--- config.mk ---
export PLATFORM = sky130hd
export DESIGN_NAME = fetch_stage
export DESIGN_NICKNAME = d
export VERILOG_FILES = /design/src/rtl/cpu_pkg.sv /design/src/rtl/if_id_reg.sv /design/src/rtl/fetch_stage.sv
export SDC_FILE = /design/constraint.sdc
export NUM_CORES = 1
export LEC_CHECK = 0
export BUFFER_PORTS_ARGS = -buffer_cell sky130_fd_sc_hd__buf_2
export CORE_MARGIN = 2
export CORE_UTILIZATION = 54
export CTS_CLUSTER_SIZE = 28
export DETAILED_ROUTE_END_ITERATION = 6
export PLACE_DENSITY = 0.86
export REMOVE_ABC_BUFFERS = 1
export SKIP_LAST_GASP = 1
export SYNTH_ARGS = -nofsm -noshare
export SYNTH_HDL_FRONTEND = slang
export SYNTH_HIERARCHICAL = 1
export SYNTH_SLANG_ARGS = --single-unit
--- constraint.sdc ---
create_clock -name clk -period 3.7 [get_ports clk]
set_input_delay 0.37 -clock clk [delete_from_list [all_inputs] [get_ports clk]]
set_output_delay 0.37 -clock clk [all_outputs]
set_load 0.03 [all_outputs]
--- src/rtl/cpu_pkg.sv ---
// Shared core constants and the IF/ID pipeline bundle.
// Decode and later stages import the same widths and encodings.
package cpu_pkg;

    localparam int INSTR_W = 16;
    localparam int ADDR_W  = 16;

    localparam logic [ADDR_W-1:0]  PC_STEP    = 16'd2;
    localparam logic [ADDR_W-1:0]  RESET_PC   = 16'h0000;
    localparam logic [INSTR_W-1:0] NOP_INSTR  = 16'h0000;
    localparam logic [INSTR_W-1:0] HALT_INSTR = 16'hEFFF;

    typedef struct packed {
        logic               valid;
        logic [INSTR_W-1:0] instr;
        logic [ADDR_W-1:0]  pc;
        logic [ADDR_W-1:0]  pc_plus2;
    } if_id_t;

endpackage

--- src/rtl/if_id_reg.sv ---
// IF/ID pipeline register with load, hold and bubble control.
// A bubble carries NOP_INSTR and zeroed addresses.
module if_id_reg
    import cpu_pkg::INSTR_W;
    import cpu_pkg::if_id_t;
#(
    parameter logic [INSTR_W-1:0] NOP_INSTR = cpu_pkg::NOP_INSTR
) (
    input  logic   clk,
    input  logic   rst_n,
    input  logic   load,
    input  logic   bubble,
    input  if_id_t d,
    output if_id_t q
);

    if_id_t empty;

    always_comb begin
        empty          = '0;
        empty.instr    = NOP_INSTR;
    end

    always_ff @(posedge clk or negedge rst_n) begin
        if (!rst_n) begin
            q <= empty;
        end else if (bubble) begin
            q <= empty;
        end else if (load) begin
            q <= d;
        end
    end

endmodule

--- src/rtl/fetch_stage.sv ---
// Instruction fetch: PC register, next-PC selection and HALT detection
// in front of a combinational instruction memory.
module fetch_stage
    import cpu_pkg::INSTR_W;
    import cpu_pkg::ADDR_W;
    import cpu_pkg::PC_STEP;
    import cpu_pkg::if_id_t;
#(
    parameter logic [ADDR_W-1:0]  RESET_PC   = cpu_pkg::RESET_PC,
    parameter logic [INSTR_W-1:0] NOP_INSTR  = cpu_pkg::NOP_INSTR,
    parameter logic [INSTR_W-1:0] HALT_INSTR = cpu_pkg::HALT_INSTR
) (
    input  logic               clk,
    input  logic               rst_n,
    input  logic               stall,
    input  logic               flush,
    input  logic               redirect_valid,
    input  logic [ADDR_W-1:0]  redirect_pc,
    output logic [ADDR_W-1:0]  imem_addr,
    input  logic [INSTR_W-1:0] imem_instr,
    output logic               if_id_valid,
    output logic [INSTR_W-1:0] if_id_instr,
    output logic [ADDR_W-1:0]  if_id_pc,
    output logic [ADDR_W-1:0]  if_id_pc_plus2,
    output logic               halted
);

    // Instructions are halfword aligned, so bit 0 of pc is forced low.
    localparam logic [ADDR_W-1:0] ALIGN = {{(ADDR_W-1){1'b1}}, 1'b0};

    logic [ADDR_W-1:0] pc;
    logic [ADDR_W-1:0] pc_next;
    logic [ADDR_W-1:0] pc_inc;
    logic              halted_next;
    logic              load;
    logic              bubble;
    if_id_t            cap;
    if_id_t            q;

    assign pc_inc    = pc + PC_STEP;
    assign imem_addr = pc;

    always_comb begin
        pc_next     = pc;
        halted_next = halted;
        load        = 1'b0;
        bubble      = 1'b0;
        if (redirect_valid) begin
            pc_next     = redirect_pc & ALIGN;
            bubble      = 1'b1;
            halted_next = 1'b0;
        end else if (halted) begin
            bubble = 1'b1;
        end else if (stall && !flush) begin
            pc_next = pc;
        end else if (stall) begin
            bubble = 1'b1;
        end else if (flush) begin
            pc_next = pc_inc;
            bubble  = 1'b1;
        end else begin
            pc_next = pc_inc;
            load    = 1'b1;
            if (imem_instr == HALT_INSTR) begin
                halted_next = 1'b1;
            end
        end
    end

    always_comb begin
        cap          = '0;
        cap.valid    = 1'b1;
        cap.instr    = imem_instr;
        cap.pc       = pc;
        cap.pc_plus2 = pc_inc;
    end

    always_ff @(posedge clk or negedge rst_n) begin
        if (!rst_n) begin
            pc     <= RESET_PC & ALIGN;
            halted <= 1'b0;
        end else begin
            pc     <= pc_next;
            halted <= halted_next;
        end
    end

    if_id_reg #(
        .NOP_INSTR(NOP_INSTR)
    ) u_if_id (
        .clk    (clk),
        .rst_n  (rst_n),
        .load   (load),
        .bubble (bubble),
        .d      (cap),
        .q      (q)
    );

    assign if_id_valid    = q.valid;
    assign if_id_instr    = q.instr;
    assign if_id_pc       = q.pc;
    assign if_id_pc_plus2 = q.pc_plus2;

endmodule
==> flow_metrics.tcl <==
set metrics [dict create \
    ant_nets 0 \
    layoutNonFillerInstCount 471 \
    ys_warn_count 6 \
    finalPower_w 0.00161 \
    end_kind "flip-flop" \
    seq_area_frac_synth_pct 52.0 \
    area_growth_pct 22.6 \
    p_leak_nw 1.86 \
    hold_path_class "primary input to asynchronous set/reset pin" \
    rows 27 \
    critPathLaunch "imem_addr[1]$_DFFE_PN0P_" \
    antenna_found_initial 0 \
    slew_violations 0 \
    die_y_um 80.1 \
    track_usage_pct 23.1 \
    totalWireLength_um 7020 \
    cap_violations 0 \
    avgSynthCellArea_um2 10.5 \
    synth_ff_type "dfrtp_1" \
    finalInstanceArea_mm2 0.00383 \
    dr.pass1.iters 4 \
    setup_viol 0 \
    ir_drop_mv 0.426 \
    use_met1_pct 31.7 \
    period_share_pct 55.0 \
    diodes 0 \
    ys_seq_elements 65 \
    initial_core_util_pct 56.4 \
    top_usage_layer "met2" \
    dpl.hpwl_um 4850 \
    cts.sinks 65 \
    cts_buffer_depth 2 \
    crit_cells 7 \
    cp-start-kind "flip-flop" \
    synthCells 297 \
    grt_first_pass_wirelength_um 11300 \
    required_ns 3.96 \
    root_buffer "clkbuf_8" \
    numPortBuffers 100 \
    power.switching_w 0.000480 \
    reg2reg_from "imem_addr[1]$_DFFE_PN0P_" \
    core_mm2 0.00554 \
    cp_top_family "simple AND/OR/NAND/NOR gates" \
    p_comb_share_pct 13.9 \
    max_slew.worst_pin.slew_ns 0.935 \
    path_buf_inv 0 \
    ys_types 35 \
    nNetsFinal 432 \
    max_stage_delay_ns 0.52 \
    endpoint "u_if_id/q[13]$_DFFE_PN0P_" \
    cts_tree "built" \
    cts_made_buffers 9 \
    reg2regPathDepth 7 \
    clk_pin_slew_ns 0.08 \
    drive_gt1_share_pct 32.1 \
    die_width_um 80.1 \
    cts_setup_buffers 0 \
    drt_iter0_markers 138 \
    synth_area_mm2 0.00313 \
    h-tree-depth 3 \
    power.density_mw_per_mm2 420 \
    min_period_ns 2.03 \
    worstPathArrival_ns 2.30 \
    gp_congestion 0.834 \
    path_class "flip-flop to flip-flop" \
    relSlewSlack_pct 37.7 \
    die-area_mm2 0.00641 \
    status "complete, no violations" \
    pwr-share-seq_pct 48.2 \
    grt-ovfl-total 0 \
    vias 2505 \
    clock_skew_ns 0.0106 \
    via_per_inst 5.32 \
    grt_util_met3_pct 4.16 \
    hold_violations 0 \
    clock_power_share_pct 37.9 \
    cts_hold_buf 0 \
    dp_cells 455 \
    grt_max_degree 50 \
    crit_top_cell "nor2_1" \
    p_int_w 0.00113 \
    io_pins 103 \
    remaining_drc_errors 0 \
    cp_cell_sequence "ha_1 > nand3_2 > or2_2 > nor2_1 > xor2_1 > mux2i_1 > nor2_1" \
    clk_latency_ns 0.35 \
    swShare_pct 29.8 \
    rsz0062_at_grt "false" \
    cpMaxStageDelayCell "dfrtp_1" \
    avgRoutedWirePerCell_um 14.9 \
    grt_pass1_vias 2380 \
    fillers 432 \
    synth_edf_count 0 \
    fin_util_pct 69.2 \
    grtUsageMet2_pct 35.7 \
    place_area_mm2 0.00363 \
    ys_async_sr_fraction_pct 100 \
    cts_resized 0 \
    r2r-end "u_if_id/q[13]$_DFFE_PN0P_" \
    hold_ws_ns 0.166 \
    regToRegSetupSlack_ns 1.67 \
    fmax_mhz 492 \
    path_max_fanout 9 \
]
==> how the worst min path moves through the flow <==
stage	endpoint	slack, ns
3_5_place_dp	u_if_id/q[30]$_DFFE_PN0P_	0.50
2_1_floorplan	halted$_DFF_PN0_	0.07
3_3_place_gp	u_if_id/q[25]$_DFFE_PN0P_	0.50
4_1_cts	u_if_id/q[35]$_DFFE_PN0P_	0.18
6_report	u_if_id/q[48]$_DFFE_PN0P_	0.17
5_1_grt	u_if_id/q[35]$_DFFE_PN0P_	0.24
==> power groups by stage <==
stage / clock [W] / combinational (W) / sequential (W)
final: 0.000611 / 0.000223 / 0.000776
after global routing: 0.000653 / 0.000244 / 0.000781
after CTS: 0.000621 / 0.000225 / 0.000776
after detailed placement: 0 / 0.000224 / 0.000789
after global placement: 0 / 0.000218 / 0.000787
after floorplan: 0 / 0.0000970 / 0.000829
==> logic make-up (layout without fill, tap and decap cells) <==
family,count (synthesis),count (layout),share of synthesized area [%]
mux,50,50,16.0
flops,65,65,52.0
simple gates,111,111,16.3
compound gates,18,18,3.16
xor+xnor,25,25,7.01
fa+ha+maj,1,1,0.400
other cells,2,4,0.240
buf+inv,25,125,4.80
==> synth_stat cells, types with 4 or more instances <==
cell      number  share of area (%)
nor2_1        60                7.2
xor2_1         9                2.5
clkbuf_1       8               0.96
nand4_1        5                1.0
nor4_1         4               0.80
dfrtp_1       65                 52
nor3_1         7                1.1
mux2i_1       50                 16
o21ai_0       13                2.1
xnor2_1       16                4.5
buf_4          4               0.96
nand2_1       18                2.2
inv_1          5               0.60
buf_2          4               0.64
==> state kept, by name, summed over array words and instances, names as in the netlist <==
signal and cells:
halted 1, u_if_id/q 49, imem_addr 15
==> cells in the final DEF, fill, tap and decap left out <==
cell type / count
buf_2: 100
dfrtp_1: 65
nor2_1: 60
mux2i_1: 50
nand2_1: 18
xnor2_1: 16
o21ai_0: 13
xor2_1: 9
clkbuf_8: 9
nor3_1: 6
inv_1: 5
nand4_1: 5
nor4_1: 4
conb_1: 4
buf_4: 4
nand3_1: 3
clkinv_4: 3
nand3_2: 2
or2_2: 2
or3_1: 2
or3_2: 2
a31oi_1: 2
clkinvlp_4: 2
nand4_2: 1
and4_1: 1
nand2b_1: 1
nand4b_1: 1
a21oi_1: 1
nor3_2: 1
o31ai_1: 1
or4_1: 1
o41ai_1: 1
or3b_1: 1
ha_1: 1
bufinv_16: 1
inv_6: 1
==> through the flow <==
stage / setup WS [ns] / setup TNS [ns]
after floorplan: -2.62 / -128.45
after global placement: 1.77 / 0
after detailed placement: 1.68 / 0
after CTS: 1.70 / 0
after global routing: 1.55 / 0
final: 1.67 / 0
==> layout make-up <==
type | instances | area, um^2 | area share, %
clock inverter | 7 | 80.1 | 2.09
sequential | 65 | 1630 | 42.4
timing repair buffer | 104 | 531 | 13.8
inverter | 5 | 18.8 | 0.490
clock buffer | 9 | 124 | 3.23
multi-input combinational | 209 | 1360 | 35.6
tap | 72 | 90.1 | 2.35
==> routing by layer <==
| layer | wire length [um] | vias to the layer above |
|---|---|---|
| li1 | - | 1186 |
| met1 | 3110 | 1217 |
| met2 | 3400 | 92 |
| met3 | 416 | 10 |
| met4 | 102 | 0 |
| met5 | 0 | - |
No activity file was read; power rests on OpenSTA's default activity.
